==> src/rtl/pipeline_pkg.sv <==
// Shared types and constants for the LEGv8 pipeline MEM stage.
package pipeline_pkg;
    localparam int unsigned DATA_W_DEF = 64;
    localparam logic [4:0]  XZR        = 5'd31;

    typedef enum logic {IDLE, WAIT} mem_state_e;

    // Doubleword accesses must be 8-byte aligned.
    function automatic logic is_misaligned(input logic [2:0] lsb);
        return lsb != 3'b000;
    endfunction
endpackage

==> src/rtl/memory_stage_dmem_access_ctrl.sv <==
// Data-memory req/ack controller: FSM, timeout counter, request latches,
// stall and error generation.
module dmem_access_ctrl
    import pipeline_pkg::*;
#(
    parameter int unsigned DATA_W  = DATA_W_DEF,
    parameter int unsigned TIMEOUT = 16
) (
    input  logic              clk,
    input  logic              reset,
    input  logic              mem_read,
    input  logic              mem_write,
    input  logic [DATA_W-1:0] addr,
    input  logic [DATA_W-1:0] wdata,
    input  logic              dmem_ack,
    output logic              dmem_req,
    output logic              dmem_we,
    output logic [DATA_W-1:0] dmem_addr,
    output logic [DATA_W-1:0] dmem_wdata,
    output logic              stall,
    output logic              mem_err
);
    localparam int unsigned CW = (TIMEOUT > 1) ? $clog2(TIMEOUT) : 1;

    mem_state_e        r_state, w_next;
    logic [CW-1:0]     r_cnt;
    logic              r_we;
    logic [DATA_W-1:0] r_addr, r_wdata;

    logic w_access, w_misalign, w_expired;

    assign w_access   = mem_read | mem_write;
    assign w_misalign = w_access & is_misaligned(addr[2:0]);
    assign w_expired  = (TIMEOUT != 0) && (r_cnt == CW'(TIMEOUT - 1));

    always_comb begin
        w_next     = r_state;
        dmem_req   = 1'b0;
        dmem_we    = mem_write;
        dmem_addr  = addr;
        dmem_wdata = wdata;
        stall      = 1'b0;
        mem_err    = 1'b0;
        case (r_state)
            IDLE: begin
                if (w_misalign) begin
                    mem_err = 1'b1;
                end else if (w_access) begin
                    dmem_req = 1'b1;
                    if (!dmem_ack) begin
                        stall  = 1'b1;
                        w_next = WAIT;
                    end
                end
            end
            WAIT: begin
                dmem_we    = r_we;
                dmem_addr  = r_addr;
                dmem_wdata = r_wdata;
                // The final timeout cycle already has req dropped, so a late ack is ignored.
                if (w_expired) begin
                    mem_err = 1'b1;
                    w_next  = IDLE;
                end else begin
                    dmem_req = 1'b1;
                    if (dmem_ack) w_next = IDLE;
                    else          stall  = 1'b1;
                end
            end
            default: w_next = IDLE;
        endcase
        if (reset) begin
            dmem_req = 1'b0;
            stall    = 1'b0;
            mem_err  = 1'b0;
            w_next   = IDLE;
        end
    end

    always_ff @(posedge clk) begin
        if (reset) begin
            r_state <= IDLE;
            r_cnt   <= '0;
            r_we    <= 1'b0;
            r_addr  <= '0;
            r_wdata <= '0;
        end else begin
            r_state <= w_next;
            if (r_state == IDLE) begin
                r_cnt   <= '0;
                r_we    <= mem_write;
                r_addr  <= addr;
                r_wdata <= wdata;
            end else if (w_next == WAIT) begin
                r_cnt <= r_cnt + 1'b1;
            end else begin
                r_cnt <= '0;
            end
        end
    end
endmodule

==> src/rtl/memory_stage.sv <==
// LEGv8 MEM stage: branch resolution, data-memory access and the MEM/WB
// pipeline register with the WB-side forwarding mux.
module memory_stage
    import pipeline_pkg::*;
#(
    parameter int unsigned DATA_W  = DATA_W_DEF,
    parameter int unsigned TIMEOUT = 16
) (
    input  logic              clk,
    input  logic              reset,
    input  logic              RegWrite_MEM,
    input  logic              Branch_MEM,
    input  logic              Uncondbranch_MEM,
    input  logic              MemRead_MEM,
    input  logic              MemWrite_MEM,
    input  logic              Mem2Reg_MEM,
    input  logic              ALUzero_MEM,
    input  logic [4:0]        RD_MEM,
    input  logic [DATA_W-1:0] RegOutB_MEM,
    input  logic [DATA_W-1:0] ALUout_MEM,
    input  logic [DATA_W-1:0] PCtarget_MEM,
    output logic              dmem_req,
    output logic              dmem_we,
    output logic [DATA_W-1:0] dmem_addr,
    output logic [DATA_W-1:0] dmem_wdata,
    input  logic              dmem_ack,
    input  logic [DATA_W-1:0] dmem_rdata,
    output logic              PCSrc,
    output logic [DATA_W-1:0] branch_target,
    output logic              stall_MEM,
    output logic              mem_err,
    output logic              regwrite_WB,
    output logic              mem2reg_WB,
    output logic [4:0]        rd_WB,
    output logic [DATA_W-1:0] aluout_WB,
    output logic [DATA_W-1:0] memdata_WB,
    output logic [DATA_W-1:0] memtoregout_WB
);
    logic              w_stall, w_err, w_bubble;
    logic              r_regwrite, r_mem2reg;
    logic [4:0]        r_rd;
    logic [DATA_W-1:0] r_aluout, r_memdata;

    dmem_access_ctrl #(
        .DATA_W  (DATA_W),
        .TIMEOUT (TIMEOUT)
    ) u_dmem_ctrl (
        .clk        (clk),
        .reset      (reset),
        .mem_read   (MemRead_MEM),
        .mem_write  (MemWrite_MEM),
        .addr       (ALUout_MEM),
        .wdata      (RegOutB_MEM),
        .dmem_ack   (dmem_ack),
        .dmem_req   (dmem_req),
        .dmem_we    (dmem_we),
        .dmem_addr  (dmem_addr),
        .dmem_wdata (dmem_wdata),
        .stall      (w_stall),
        .mem_err    (w_err)
    );

    assign PCSrc         = !reset & (Uncondbranch_MEM | (Branch_MEM & ALUzero_MEM));
    assign branch_target = PCtarget_MEM;
    assign stall_MEM     = w_stall;
    assign mem_err       = w_err;

    // Stalled, misaligned and timed-out cycles all retire nothing into WB.
    assign w_bubble = w_stall | w_err;

    always_ff @(posedge clk) begin
        if (reset) begin
            r_regwrite <= 1'b0;
            r_mem2reg  <= 1'b0;
            r_rd       <= '0;
            r_aluout   <= '0;
            r_memdata  <= '0;
        end else if (w_bubble) begin
            r_regwrite <= 1'b0;
            r_rd       <= XZR;
        end else begin
            r_regwrite <= RegWrite_MEM;
            r_mem2reg  <= Mem2Reg_MEM;
            r_rd       <= RD_MEM;
            r_aluout   <= ALUout_MEM;
            if (MemRead_MEM) r_memdata <= dmem_rdata;
        end
    end

    assign regwrite_WB    = r_regwrite;
    assign mem2reg_WB     = r_mem2reg;
    assign rd_WB          = r_rd;
    assign aluout_WB      = r_aluout;
    assign memdata_WB     = r_memdata;
    assign memtoregout_WB = r_mem2reg ? r_memdata : r_aluout;
endmodule
==> config.mk <==
export PLATFORM = sky130hd
export DESIGN_NAME = memory_stage
export DESIGN_NICKNAME = d
export VERILOG_FILES = /design/src/rtl/pipeline_pkg.sv /design/src/rtl/memory_stage_dmem_access_ctrl.sv /design/src/rtl/memory_stage.sv
export SDC_FILE = /design/constraint.sdc
export NUM_CORES = 1
export LEC_CHECK = 0
export ABC_AREA = 0
export BUFFER_PORTS_ARGS = -buffer_cell sky130_fd_sc_hd__buf_2
export CAP_MARGIN = 5
export CORE_AREA = 2 2 256 258
export DETAILED_ROUTE_END_ITERATION = 12
export DIE_AREA = 0 0 258 260
export PLACE_DENSITY = 0.44
export SETUP_SLACK_MARGIN = 0.1
export SLEW_MARGIN = 25
export SYNTH_ARGS = -nofsm -noshare
export SYNTH_HDL_FRONTEND = slang
export SYNTH_SLANG_ARGS = --single-unit
==> constraint.sdc <==
create_clock -name clk -period 2 [get_ports clk]
set_clock_uncertainty 0.15 [all_clocks]
set_input_delay 0.2 -clock clk [delete_from_list [all_inputs] [get_ports clk]]
set_output_delay 0.2 -clock clk [all_outputs]
set_load 0.005 [all_outputs]
**Word level (Yosys, flattened, before mapping)**

Index checks and enable logic that the tools add are counted.

- Flip-flop bits (word level): 269
- Bits of input ports: 271
- Output and inout port bits: 396
- Word-level logic and storage cells: 46

- Add/subtract/negate cells: 1
- Equality and inequality tests: 1
- Mux-type cells: 20
- Bitwise logic cells: 9
- Reduce and logical (&&, ||, !) cells: 5

Operators by type and width:

| operator | count |
|---|---|
| 64-bit two-way mux | 3 |
| 1-bit two-way mux | 13 |
| 1-bit case mux with 2 select lines | 3 |
| 5-bit two-way mux | 1 |
| 4-bit by 1-bit adder with 4-bit output, second input constant | 1 |
| 4-bit equality test, second input constant | 1 |
| 1-bit AND | 3 |
| 1-bit inverter | 3 |
| 1-bit bitwise OR | 3 |
| 3-bit nonzero test | 1 |
| 3-bit OR reduction | 1 |
| 2-bit AND reduction | 1 |
| 2-bit OR reduction | 1 |
| 1-bit zero test | 1 |

**Logic depth before layout (Yosys ltp)**

Gate-level depths: netlist (run 1).

- Depth in word-level cells: 8
- Depth in mapped cells: 7
- Gate-level depth less buffers: 5

**By module**

Synthesis (run 1) repeated with hierarchy kept, for this count alone.

- Cells, all modules: 1172
- Area total of the unflattened synthesis: 12438.2 um^2

Modules (own cells, without submodules):

| module | times used | cells each | area each (um^2) |
|---|---|---|---|
| memory_stage | 1 | 730 | 6989.2 |
| dmem_access_ctrl | 1 | 442 | 5449.0 |

**Worst setup path before layout (run 1)**

No wires, ideal clock.

- Path type: register -> register
- From: reg u_dmem_ctrl.r_cnt[0]
- To: reg r_memdata[57] (netlist: memdata_WB[57])
- Setup time: 0.072 ns
- Arrival: 1.452 ns
- Path slack: 0.326 ns
- Cell stages (with the launch flop): 7
- Path buffers: 1
- Period minus slack after synthesis: 1.674 ns
- Cells stage by stage: dfxtp_1 > ha_1 > nand4_4 > o2111ai_2 > clkbuf_1 > nand2_1 > a21oi_1

- Cells in the longest elaborated chain, start to end: 7
- Elaborated cells on any way between the ends: 10

RTL lines:

| element | line | text |
|---|---|---|
| start, declared | memory_stage_dmem_access_ctrl.sv:26 | `logic [CW-1:0] r_cnt;` |
| start signal, assigned | memory_stage_dmem_access_ctrl.sv:95 | `r_cnt <= r_cnt + 1'b1;` |
| 4-bit equality test * | memory_stage_dmem_access_ctrl.sv:34 | `assign w_expired = (TIMEOUT != 0) && (r_cnt == CW'(TIMEOUT - 1));` |
| 1-bit two-way mux | memory_stage_dmem_access_ctrl.sv:61 | `if (w_expired) begin` |
| 1-bit case mux with 2 select lines | memory_stage_dmem_access_ctrl.sv:44 | `case (r_state)` |
| 1-bit two-way mux | memory_stage_dmem_access_ctrl.sv:72 | `if (reset) begin` |
| 1-bit bitwise OR * | memory_stage.sv:69 | `assign w_bubble = w_stall \| w_err;` |
| 1-bit inverter (no source line) * | - |  |
| 2-bit AND reduction (no source line) * | - |  |
| end signal, assigned | memory_stage.sv:86 | `if (MemRead_MEM) r_memdata <= dmem_rdata;` |
| end, declared | memory_stage.sv:42 | `logic [DATA_W-1:0] r_aluout, r_memdata;` |

Every way passes the cells marked *; elsewhere a longest branch is shown, timed or not.
A chain may end at the register's enable or synchronous reset.

**Worst setup path after layout (run 1)**

- From: reg u_dmem_ctrl.r_state
- To: out dmem_wdata[52]

- Cells in the longest elaborated chain, start to end: 1

RTL lines:

| element | line | text |
|---|---|---|
| start, declared | memory_stage_dmem_access_ctrl.sv:25 | `mem_state_e r_state, w_next;` |
| start signal, assigned | memory_stage_dmem_access_ctrl.sv:88 | `r_state <= w_next;` |
| 64-bit two-way mux | memory_stage_dmem_access_ctrl.sv:44 |  |
| end, declared | memory_stage.sv:25 | `output logic [DATA_W-1:0] dmem_wdata,` |

Every way passes these cells.

==> reports/results.txt, run 1 <==
run status - finished with violations
violated checks - negative setup slack
maximum number of pins on one net before global-route repair - 80
r2r worst-path depth - 7
final cell count without fillers - 2768
Hold/Removal Path Class - input pin to flip-flop
startpoint type of the worst setup path - flip-flop
sequential cell area in the final layout - 5390 sq um
GPL Wtd Cong - 0.794
critical path class - flip-flop to primary output
cell row count - 93
initial antenna violation count - 2
post-detailed-route count of antenna-violating nets - 0
Post-Layout Inst Area - 21100 sq um
final core utilization - 32.9%
count of unique library cells instantiated by Yosys - 33
count of clock tree sinks - 269
Worst Setup Slack, final - -0.179 ns
vias after detailed routing - 10.9k
biggest cell delay along the critical path - 0.42 ns
tightest slew margin relative to the limit - 57.9%
total cell area at the placement stage - 14900 sq um
die boundary width - 258 um
proportion of synthesized chip area in sequential cells - 46.7%
number of optimization iterations in the first detailed-route pass - 5
arrival time at the worst endpoint - 1.83 ns
average cell area after synthesis - 9.94 sq um
IR drop worst, VDD - 0.573 mV
worst-skew pair later-pin latency - 0.52 ns
initial DRC count - 365
CTS tree - done
post-route worst hold slack - 0.0544 ns
top-level I/O count - 667
number of buffer cells added on primary ports - 538
maximum net fanout on the critical path - 13
Total Die Area - 67100 sq um
number of cells traversed by the worst hold path - 3
post-CTS clock slew at the launch and capture registers of the worst setup and hold paths - 0.06 ns
Setup-failing EPs final - 159
max-capacitance violation count - 0
number of slew-limit violations in the final report - 0
synthesized area - 11500 sq um
number of buffers between clock root and the deepest sink - 3
pin slew with the least headroom to its limit - 0.631 ns
core footprint - 64100 sq um
setup slack at placement - -0.0644 ns
Final Net Count - 2162
Fillers - 6453
GRT Residual Overflow - 0
total power divided by cell area - 690 nW/um^2
Overall Power - 14.6 mW
area delta synth->final - 82.9%
TritonCTS buffer count - 34
synthesized flop and latch total - 269
critical path, cell by cell - buf_12 -> buf_16 -> mux2_2 -> buf_2
global-route wire length before repair - 67.9 mm
vias in the first global route - 11.0k
CTS Root Cell - sky130_fd_sc_hd__clkbuf_16
number of warning messages in the yosys log - 0
detail-routed net length per standard cell - 18.3 um
floorplan die height - 260 um
net count after synthesis - 1432
share of layout cells above drive strength 1 - 55.8%
top cell family by delay on the critical path - buffers and inverters
count of buffer and inverter cells on the critical path - 3
detailed-route wire length - 50.6 mm
worst path required time - 1.65 ns
Post-Route Setup TNS - -17.44 ns
estimated wirelength of the detail-placed design - 30.7 mm
share of the cycle needed by the critical path after routing - 109%
total track usage - 13.2%
maximum clock frequency - 0.459 GHz
number of placed instances, taps included - 2445
htree depth - 2
cell depth of the worst setup path - 4
Slowest cell on crit path - sky130_fd_sc_hd__dfxtp_4
setup repair after global routing missed its margin - yes
sort of element at the end of the critical path - primary output
static power due to leakage - 9.12 nW
DR vias/cell - 3.95
count of endpoints failing hold in the final timing report - 0
number of cells produced by synthesis - 1160
Period minus WS final - 2.18 ns
initial standard-cell utilization of the core - 18.0%
area of combinational cells with multiple inputs - 6160 sq um
# DRC - 0
## cell type report
type / instances / share of cell area [%]
repair buffers: 837 / 34.9
multi-input cells: 747 / 29.2
diodes: 1 / 0.0119
inverters: 1 / 0.0178
clock buffers: 51 / 4.96
well taps: 855 / 5.07
flip-flops and latches: 269 / 25.6
clock inverters: 7 / 0.320
## sequential cells by signal, summed over array words and instances (netlist names)
register	cells
aluout_WB	64
mem2reg_WB	1
memdata_WB	64
rd_WB	5
regwrite_WB	1
u_dmem_ctrl.r_addr	64
u_dmem_ctrl.r_cnt	4
u_dmem_ctrl.r_state	1
u_dmem_ctrl.r_wdata	64
u_dmem_ctrl.r_we	1
## logic make-up (layout without fill, tap and decap cells)
family,count (synthesis),count (layout),share of synthesized area (%)
xor gates and xnor gates,2,2,0.152
DFF,269,269,46.7
and+or+nand+nor,414,414,18.2
other,0,1,0
adders and majority gates,1,1,0.108
muxes,193,193,18.8
AOI/OAI and AO/OA,137,137,8.31
buffers and inverters,144,896,7.70
## routing by layer
metal	share of wire [%]	global-route usage (%)	vias up
met5	0.032	0	-
met4	3.1	5.04	2
met3	6.3	3.23	93
met2	50	23.7	423
met1	40	14.9	5183
li1	-	-	5223
## tightest hold or removal path, delay by kind of cell
kind,cells,cell delay [ns]
simple gates,1,0.13
buf+inv,2,0.33
## synth_stat cells (all sizes together)
cell type	n	area [sq um]
o2111a	1	11.3
nor3	3	25.0
inv	1	3.75
o31ai	1	21.3
o21ai	2	10.0
clkbuf	33	124
o31a	1	8.76
mux2	193	2170
xnor2	1	8.76
nand3	3	15.0
nand2	252	1100
nor4	2	12.5
o2111ai	1	15.0
or2	1	6.26
a32oi	3	26.3
nor4b	1	23.8
and2	1	8.76
nor2	20	75.1
nor2b	129	807
xor2	1	8.76
a21oi	128	866
nor3b	1	7.51
dfxtp	269	5390
buf	110	761
ha	1	12.5
nand4	1	21.3
## report_power, final
group          internal (mW)  switching, mW
registers               5.61          0.162
clock network           3.74           2.43
logic                   1.57           1.05
total                   10.9           3.64
## path summary, 6_finish.rpt
| kind | start | endpoint | slack [ns] |
|---|---|---|---|
| min | reset | u_dmem_ctrl.r_addr[36]$_SDFF_PP0_ | 0.05 |
| max reg2reg | u_dmem_ctrl.r_state$_SDFF_PP0_ | memdata_WB[62]$_SDFFE_PP0P_ | 0.05 |
| max | u_dmem_ctrl.r_state$_SDFF_PP0_ | dmem_wdata[52] | -0.18 |
| min reg2reg | u_dmem_ctrl.r_cnt[0]$_SDFF_PP0_ | u_dmem_ctrl.r_cnt[0]$_SDFF_PP0_ | 0.30 |
## what timing repair did
item	CTS	global route
cloned	11	20
setup buffers	14	15
pin swaps	3	58
endpoints found under the setup margin	187	259
gates resized for setup	217	220
hold buffers	204	0
hold endpoints to repair	263	0
## layout by cell type, fill, tap and decap left out, types with 38 or more instances in the layout
| cell type | n |
|---|---|
| sky130_fd_sc_hd__buf_2 | 384 |
| sky130_fd_sc_hd__dfxtp_1 | 266 |
| sky130_fd_sc_hd__dlygate4sd3_1 | 203 |
| sky130_fd_sc_hd__nand2_1 | 172 |
| sky130_fd_sc_hd__buf_6 | 164 |
| sky130_fd_sc_hd__mux2_4 | 153 |
| sky130_fd_sc_hd__nor2b_1 | 129 |
| sky130_fd_sc_hd__a21oi_2 | 90 |
| sky130_fd_sc_hd__nand2_2 | 62 |
| sky130_fd_sc_hd__clkbuf_16 | 50 |
| sky130_fd_sc_hd__mux2_2 | 40 |
| sky130_fd_sc_hd__a21oi_1 | 38 |
Note: power is estimated with default switching activity, not from simulation.
==> run 2, diff against run 1 <==
--- a/config.mk
+++ b/config.mk
@@ -7,12 +7,14 @@
 export LEC_CHECK = 0
 export ABC_AREA = 0
 export BUFFER_PORTS_ARGS = -buffer_cell sky130_fd_sc_hd__buf_2
-export CAP_MARGIN = 5
+export CAP_MARGIN = 20
 export CORE_AREA = 2 2 256 258
 export DETAILED_ROUTE_END_ITERATION = 12
 export DIE_AREA = 0 0 258 260
+export HOLD_SLACK_MARGIN = 0.1
 export PLACE_DENSITY = 0.44
 export SETUP_SLACK_MARGIN = 0.1
+export SKIP_CTS_REPAIR_TIMING = 1
 export SLEW_MARGIN = 25
 export SYNTH_ARGS = -nofsm -noshare
 export SYNTH_HDL_FRONTEND = slang
==> reports/results.txt, run 2 (synthesis results as in run 1) <==
DR vias/cell - 3.92 (-0.62%)
cell row count - 93 (unchanged)
biggest cell delay along the critical path - 0.40 ns (-0.02 ns)
CTS tree - done
Worst Setup Slack, final - -0.174 ns (+0.00495 ns)
run status - finished with violations
share of layout cells above drive strength 1 - 52.6% (-3.2 points)
vias after detailed routing - 10.8k (-1.4%)
floorplan die height - 260 um (unchanged)
final core utilization - 30.4% (-2.5 points)
Hold/Removal Path Class - input pin to flip-flop
static power due to leakage - 8.43 nW (-7.6%)
detailed-route wire length - 46.4 mm (-8.3%)
most common library cell in the layout ignoring fill and taps - sky130_fd_sc_hd__buf_2
sort of element at the end of the critical path - primary output
arrival time at the worst endpoint - 1.82 ns (about the same)
total track usage - 11.4% (-1.8 points)
count of endpoints failing hold in the final timing report - 0 (unchanged)
area delta synth->final - 68.9%
most frequent cells in the layout - sky130_fd_sc_hd__buf_2 (469), sky130_fd_sc_hd__dfxtp_1 (266), sky130_fd_sc_hd__dlygate4sd3_1 (204)
GRT Residual Overflow - 0 (unchanged)
share of the cycle needed by the critical path after routing - 109% (-0.25 points)
cell depth of the worst setup path - 4 (unchanged)
r2r worst-path depth - 9 (+2)
number of cells traversed by the worst hold path - 5 (+2)
max-capacitance violation count - 0 (unchanged)
violated checks - negative setup slack
worst path required time - 1.65 ns (about the same)
number of slew-limit violations in the final report - 0 (unchanged)
number of buffer cells added on primary ports - 538 (unchanged)
count of buffer and inverter cells on the critical path - 3 (unchanged)
global-route wire length before repair - 59.1 mm (-13%)
htree depth - 2 (unchanged)
post-CTS clock slew at the launch and capture registers of the worst setup and hold paths - 0.06 ns (about the same)
die boundary width - 258 um (unchanged)
critical path class - flip-flop to primary output
core footprint - 64100 sq um (unchanged)
startpoint type of the worst setup path - flip-flop
maximum clock frequency - 0.460 GHz (+0.23%)
GPL Wtd Cong - 0.794 (unchanged)
setup repair after global routing missed its margin - yes
maximum net fanout on the critical path - 25 (+12)
estimated wirelength of the detail-placed design - 30.7 mm (unchanged)
critical path, cell by cell - buf_12 -> buf_16 -> mux2_2 -> buf_2
initial antenna violation count - 1 (-1)
TritonCTS buffer count - 34 (unchanged)
detail-routed net length per standard cell - 16.9 um (-7.5%)
post-detailed-route count of antenna-violating nets - 0 (unchanged)
Period minus WS final - 2.17 ns (-0.00495 ns)
total power divided by cell area - 731 nW/um^2 (+5.9%)
Final Net Count - 2139 (-1.1%)
top cell family by delay on the critical path - buffers and inverters
maximum number of pins on one net before global-route repair - 80 (unchanged)
# DRC - 0 (unchanged)
Setup-failing EPs final - 171 (+7.5%)
worst-skew pair later-pin latency - 0.53 ns (about the same)
initial DRC count - 315 (-14%)
Slowest cell on crit path - sky130_fd_sc_hd__dfxtp_4
initial standard-cell utilization of the core - 18.0% (unchanged)
number of optimization iterations in the first detailed-route pass - 4 (-1)
Overall Power - 14.2 mW (-2.3%)
pin slew with the least headroom to its limit - 0.559 ns (-0.0717 ns)
top-level I/O count - 667 (unchanged)
IR drop worst, VDD - 0.569 mV (-0.60%)
count of clock tree sinks - 269 (unchanged)
tightest slew margin relative to the limit - 62.6% (+4.7 points)
vias in the first global route - 9638 (-12%)
CTS Root Cell - sky130_fd_sc_hd__clkbuf_16
number of buffers between clock root and the deepest sink - 3 (unchanged)
Total Die Area - 67100 sq um (unchanged)
## run 2: cell types whose count changed in the layout (fill, tap and decap cells not counted), moves of 29 or more
cell / previous run / this run
sky130_fd_sc_hd__a21oi_1: 38 / 67
sky130_fd_sc_hd__mux2_4: 153 / 71
sky130_fd_sc_hd__buf_6: 164 / 78
sky130_fd_sc_hd__a21oi_2: 90 / 61
sky130_fd_sc_hd__buf_2: 384 / 469
sky130_fd_sc_hd__mux2_2: 40 / 122
## run 2: worst reg2reg max path, cell delays in order, from the launching register on
cell                        delay (ns)
sky130_fd_sc_hd__dfxtp_4          0.40
sky130_fd_sc_hd__buf_12           0.16
sky130_fd_sc_hd__nor3_4           0.05
sky130_fd_sc_hd__buf_6            0.12
sky130_fd_sc_hd__o31ai_4          0.26
sky130_fd_sc_hd__buf_6            0.17
sky130_fd_sc_hd__buf_12           0.16
sky130_fd_sc_hd__clkbuf_16        0.19
sky130_fd_sc_hd__nand2_2          0.06
sky130_fd_sc_hd__a21oi_2          0.12
## run 2: power breakdown
group	total [mW]	switching (mW)	internal [mW]
clock network	6.16	2.42	3.74
logic	2.31	0.967	1.34
registers	5.77	0.153	5.61
## run 2: per-layer routing
metal | track usage, % | up-vias | wire length [um]
met1 | 12.8 | 5067 | 18400
met4 | 4.62 | 2 | 2070
li1 | - | 5173 | -
met3 | 3.80 | 105 | 3210
met2 | 19.8 | 419 | 22700
met5 | 0 | - | 16
## run 2: stage by stage
| step | instance area [sq um] | hold slack (ns) | setup TNS, ns | setup slack, ns | std cells |
|---|---|---|---|---|---|
| after global routing | 19500 | 0.180 | -30.21 | -0.256 | 2744 |
| final | 19500 | 0.196 | -16.06 | -0.174 | 2745 |
| after detailed placement | 14900 | 0.250 | -0.0644 | -0.0644 | 2445 |
| after floorplan | 11500 | 0.129 | 0 | 0.326 | 1160 |
| after CTS | 16000 | -0.304 | -37.74 | -0.658 | 2503 |
| after global placement | 14900 | 0.250 | -0.126 | -0.126 | 2445 |
## run 2: final cells by class
type	count	area, sq um
tap	855	1070
antenna	1	2.50
sequential	269	5390
clock buffer	51	1050
fill	6609	44600
multi-input combinational	747	5610
inverter	1	3.75
timing repair buffer	814	6280
clock inverter	7	67.6
## run 2: worst paths after layout
path / from / end / slack (ns)
worst max-delay path: u_dmem_ctrl.r_state$_SDFF_PP0_ / dmem_wdata[57] / -0.17
worst min-delay path: MemRead_MEM / memdata_WB[23]$_SDFFE_PP0P_ / 0.20
worst max register to register: u_dmem_ctrl.r_state$_SDFF_PP0_ / aluout_WB[49]$_SDFFE_PP0N_ / 0.10
worst min register to register: u_dmem_ctrl.r_cnt[0]$_SDFF_PP0_ / u_dmem_ctrl.r_cnt[0]$_SDFF_PP0_ / 0.30
==> run 3, diff against run 2 <==
--- a/config.mk
+++ b/config.mk
@@ -8,13 +8,14 @@
 export ABC_AREA = 0
 export BUFFER_PORTS_ARGS = -buffer_cell sky130_fd_sc_hd__buf_2
 export CAP_MARGIN = 20
-export CORE_AREA = 2 2 256 258
+export CELL_PAD_IN_SITES_DETAIL_PLACEMENT = 0
+export CELL_PAD_IN_SITES_GLOBAL_PLACEMENT = 1
+export CORE_AREA = 2 2 259 261
 export DETAILED_ROUTE_END_ITERATION = 12
-export DIE_AREA = 0 0 258 260
+export DIE_AREA = 0 0 261 263
 export HOLD_SLACK_MARGIN = 0.1
-export PLACE_DENSITY = 0.44
+export PLACE_DENSITY = 0.54
 export SETUP_SLACK_MARGIN = 0.1
-export SKIP_CTS_REPAIR_TIMING = 1
 export SLEW_MARGIN = 25
 export SYNTH_ARGS = -nofsm -noshare
 export SYNTH_HDL_FRONTEND = slang
==> reports/results.txt, run 3 (synthesis results as in run 1) <==
clock network power share - 42.9% (-0.4 points)
global-route wire length before repair - 72.1 mm (+22%)
# DRC - 0 (unchanged)
Final Net Count - 2161 (+1.0%)
maximum clock frequency - 0.447 GHz (-2.9%)
area delta synth->final - 83.7%
maximum net fanout on the critical path - 8 (-68%)
estimated wirelength of the detail-placed design - 33.2 mm (+8.4%)
initial DRC count - 365 (+16%)
initial antenna violation count - 1 (unchanged)
post-detailed-route count of antenna-violating nets - 0 (unchanged)
detailed-route wire length - 52.9 mm (+14%)
share of the cycle needed by the critical path after routing - 112% (+3.2 points)
count of clock tree sinks - 269 (unchanged)
arrival time at the worst endpoint - 1.89 ns (+0.07 ns)
htree depth - 2 (unchanged)
r2r worst-path depth - 7 (-2)
top-level I/O count - 667 (unchanged)
GRT Residual Overflow - 0 (unchanged)
final cell count without fillers - 2780 (+1.3%)
run status - finished with violations
number of slew-limit violations in the final report - 0 (unchanged)
worst path required time - 1.65 ns (about the same)
vias after detailed routing - 11.0k (+2.2%)
TritonCTS buffer count - 35 (+2.9%)
Period minus WS final - 2.24 ns (+0.0645 ns)
Crit. Startpoint - u_dmem_ctrl.r_state$_SDFF_PP0_
static power due to leakage - 9.26 nW (+9.9%)
startpoint type of the worst setup path - flip-flop
CTS Root Cell - sky130_fd_sc_hd__clkbuf_16
Setup-failing EPs final - 195 (+14%)
Total Die Area - 68600 sq um (+2.3%)
Post-Route Setup TNS - -24.72 ns (-8.66 ns)
post-CTS clock slew at the launch and capture registers of the worst setup and hold paths - 0.06 ns (about the same)
total power divided by cell area - 701 nW/um^2 (-4.1%)
number of optimization iterations in the first detailed-route pass - 5 (+1)
pin slew with the least headroom to its limit - 0.521 ns (-0.0378 ns)
number of cells traversed by the worst hold path - 5 (unchanged)
initial standard-cell utilization of the core - 17.6% (-0.41 points)
count of endpoints failing hold in the final timing report - 0 (unchanged)
maximum number of pins on one net before global-route repair - 67 (-16%)
detail-routed net length per standard cell - 19.0 um (+13%)
number of buffers between clock root and the deepest sink - 3 (unchanged)
Worst Setup Slack, final - -0.238 ns (-0.0645 ns)
most common library cell in the layout ignoring fill and taps - sky130_fd_sc_hd__buf_2
R2R Path Start - u_dmem_ctrl.r_state$_SDFF_PP0_
number of buffer cells added on primary ports - 538 (unchanged)
core footprint - 65600 sq um (+2.4%)
cell row count - 94 (+1.1%)
DR vias/cell - 3.96 (+0.88%)
critical path class - flip-flop to primary output
most frequent cells in the layout - sky130_fd_sc_hd__buf_2 (345), sky130_fd_sc_hd__dfxtp_1 (267), sky130_fd_sc_hd__dlygate4sd3_1 (202)
net switching power of the design - 3.79 mW (+7.2%)
number of placed instances, taps included - 2458 (+0.53%)
max-capacitance violation count - 0 (unchanged)
sort of element at the end of the critical path - primary output
hold path startpoint - ALUout_MEM[0]
IR drop worst, VDD - 0.598 mV (+5.0%)
tightest slew margin relative to the limit - 65.2% (+2.6 points)
Worst Hold End - u_dmem_ctrl.r_state$_SDFF_PP0_
worst reg2reg path endpoint - aluout_WB[4]$_SDFFE_PP0N_
die boundary width - 261 um (+1.2%)
setup repair after global routing missed its margin - yes
switching portion of total power - 25.5% (+0.67 points)
vias in the first global route - 11.5k (+19%)
internal power - 11.1 mW (+3.4%)
reg-to-reg slack, setup - 0.20 ns (+0.10 ns)
GPL Wtd Cong - 0.778 (-2.1%)
violated checks - negative setup slack
Hold/Removal Path Class - input pin to flip-flop
CTS tree - done
total track usage - 13.9% (+2.6 points)
portion of total power attributed to combinational logic - 18.1% (+1.9 points)
worst-skew pair later-pin latency - 0.53 ns (about the same)
share of layout cells above drive strength 1 - 53.1% (+0.49 points)
floorplan die height - 263 um (+1.2%)
Overall Power - 14.8 mW (+4.3%)
share of total power in sequential cells - 38.9% (-1.6 points)
==> run 3: cell count changes in the layout (fill, tap and decap cells not counted), sizes merged <==
cell,change
buf,+30
clkbuf,-4
clkinv,+1
clkinvlp,+1
dlygate4sd3,-2
==> run 3: power groups by stage <==
stage	Clock (mW)	Combinational, mW	Sequential (mW)
floorplan	0	0.913	5.83
global placement	0	1.63	5.88
detailed placement	0	1.64	5.89
CTS	6.61	2.58	5.78
global route	6.80	2.88	5.81
finish	6.37	2.69	5.78
==> run 3: cell type report <==
type                            count  area [sq um]
Clock inverter                      9          87.6
Multi-Input combinational cell    747          6050
Antenna cell                        1          2.50
Clock buffer                       54          1070
Fill cell                        6750         44400
Tap cell                          864          1080
Sequential cell                   269          5390
Timing Repair Buffer              835          7500
Inverter                            1          3.75
==> run 3: what timing repair did <==
| item | in CTS | in global routing |
|---|---|---|
| hold endpoints to repair | 269 | 0 |
| pin swaps | 7 | 2 |
| hold buffers | 204 | 0 |
| gates resized for setup | 364 | 95 |
| buffers inserted | 30 | 11 |
| gates cloned | 17 | 6 |
| setup endpoints to repair | 196 | 301 |
==> run 3: metrics by stage <==
| step | util, % | area (sq um) | setup WS (ns) | hold slack (ns) |
|---|---|---|---|---|
| final | 32.3 | 21200 | -0.238 | 0.134 |
| after global routing | 32.3 | 21200 | -0.316 | 0.141 |
| after CTS | 31.6 | 20800 | -0.296 | 0.0885 |
| after detailed placement | 22.8 | 14900 | 0.158 | 0.250 |
| after global placement | 22.8 | 14900 | 0.196 | 0.250 |
| after floorplan | - | 11500 | 0.326 | 0.129 |
==> run 3: how the worst max path moves through the flow <==
| stage | endpoint | slack, ns |
|---|---|---|
| after floorplan | memdata_WB[57]$_SDFFE_PP0P_ | 0.33 |
| after global placement | aluout_WB[61]$_SDFFE_PP0N_ | 0.20 |
| after detailed placement | aluout_WB[61]$_SDFFE_PP0N_ | 0.16 |
| after CTS | dmem_wdata[34] | -0.30 |
| after global routing | dmem_wdata[31] | -0.32 |
| final | dmem_wdata[34] | -0.24 |
==> run 3: per-layer routing <==
layer / GRT usage (%) / vias up / wire, um
met5: 0 / - / 0
met4: 4.45 / 0 / 1520
met3: 3.43 / 89 / 3140
met2: 24.9 / 395 / 26300
met1: 16.2 / 5283 / 21900
li1: - / 5232 / -
==> run 3: critical path, stage by stage (launching register included) <==
cell and delay (ns):
sky130_fd_sc_hd__dfxtp_4 0.37, sky130_fd_sc_hd__buf_6 0.13, sky130_fd_sc_hd__buf_12 0.12, sky130_fd_sc_hd__buf_16 0.15
sky130_fd_sc_hd__buf_12 0.15, sky130_fd_sc_hd__mux2_4 0.31, sky130_fd_sc_hd__buf_6 0.12
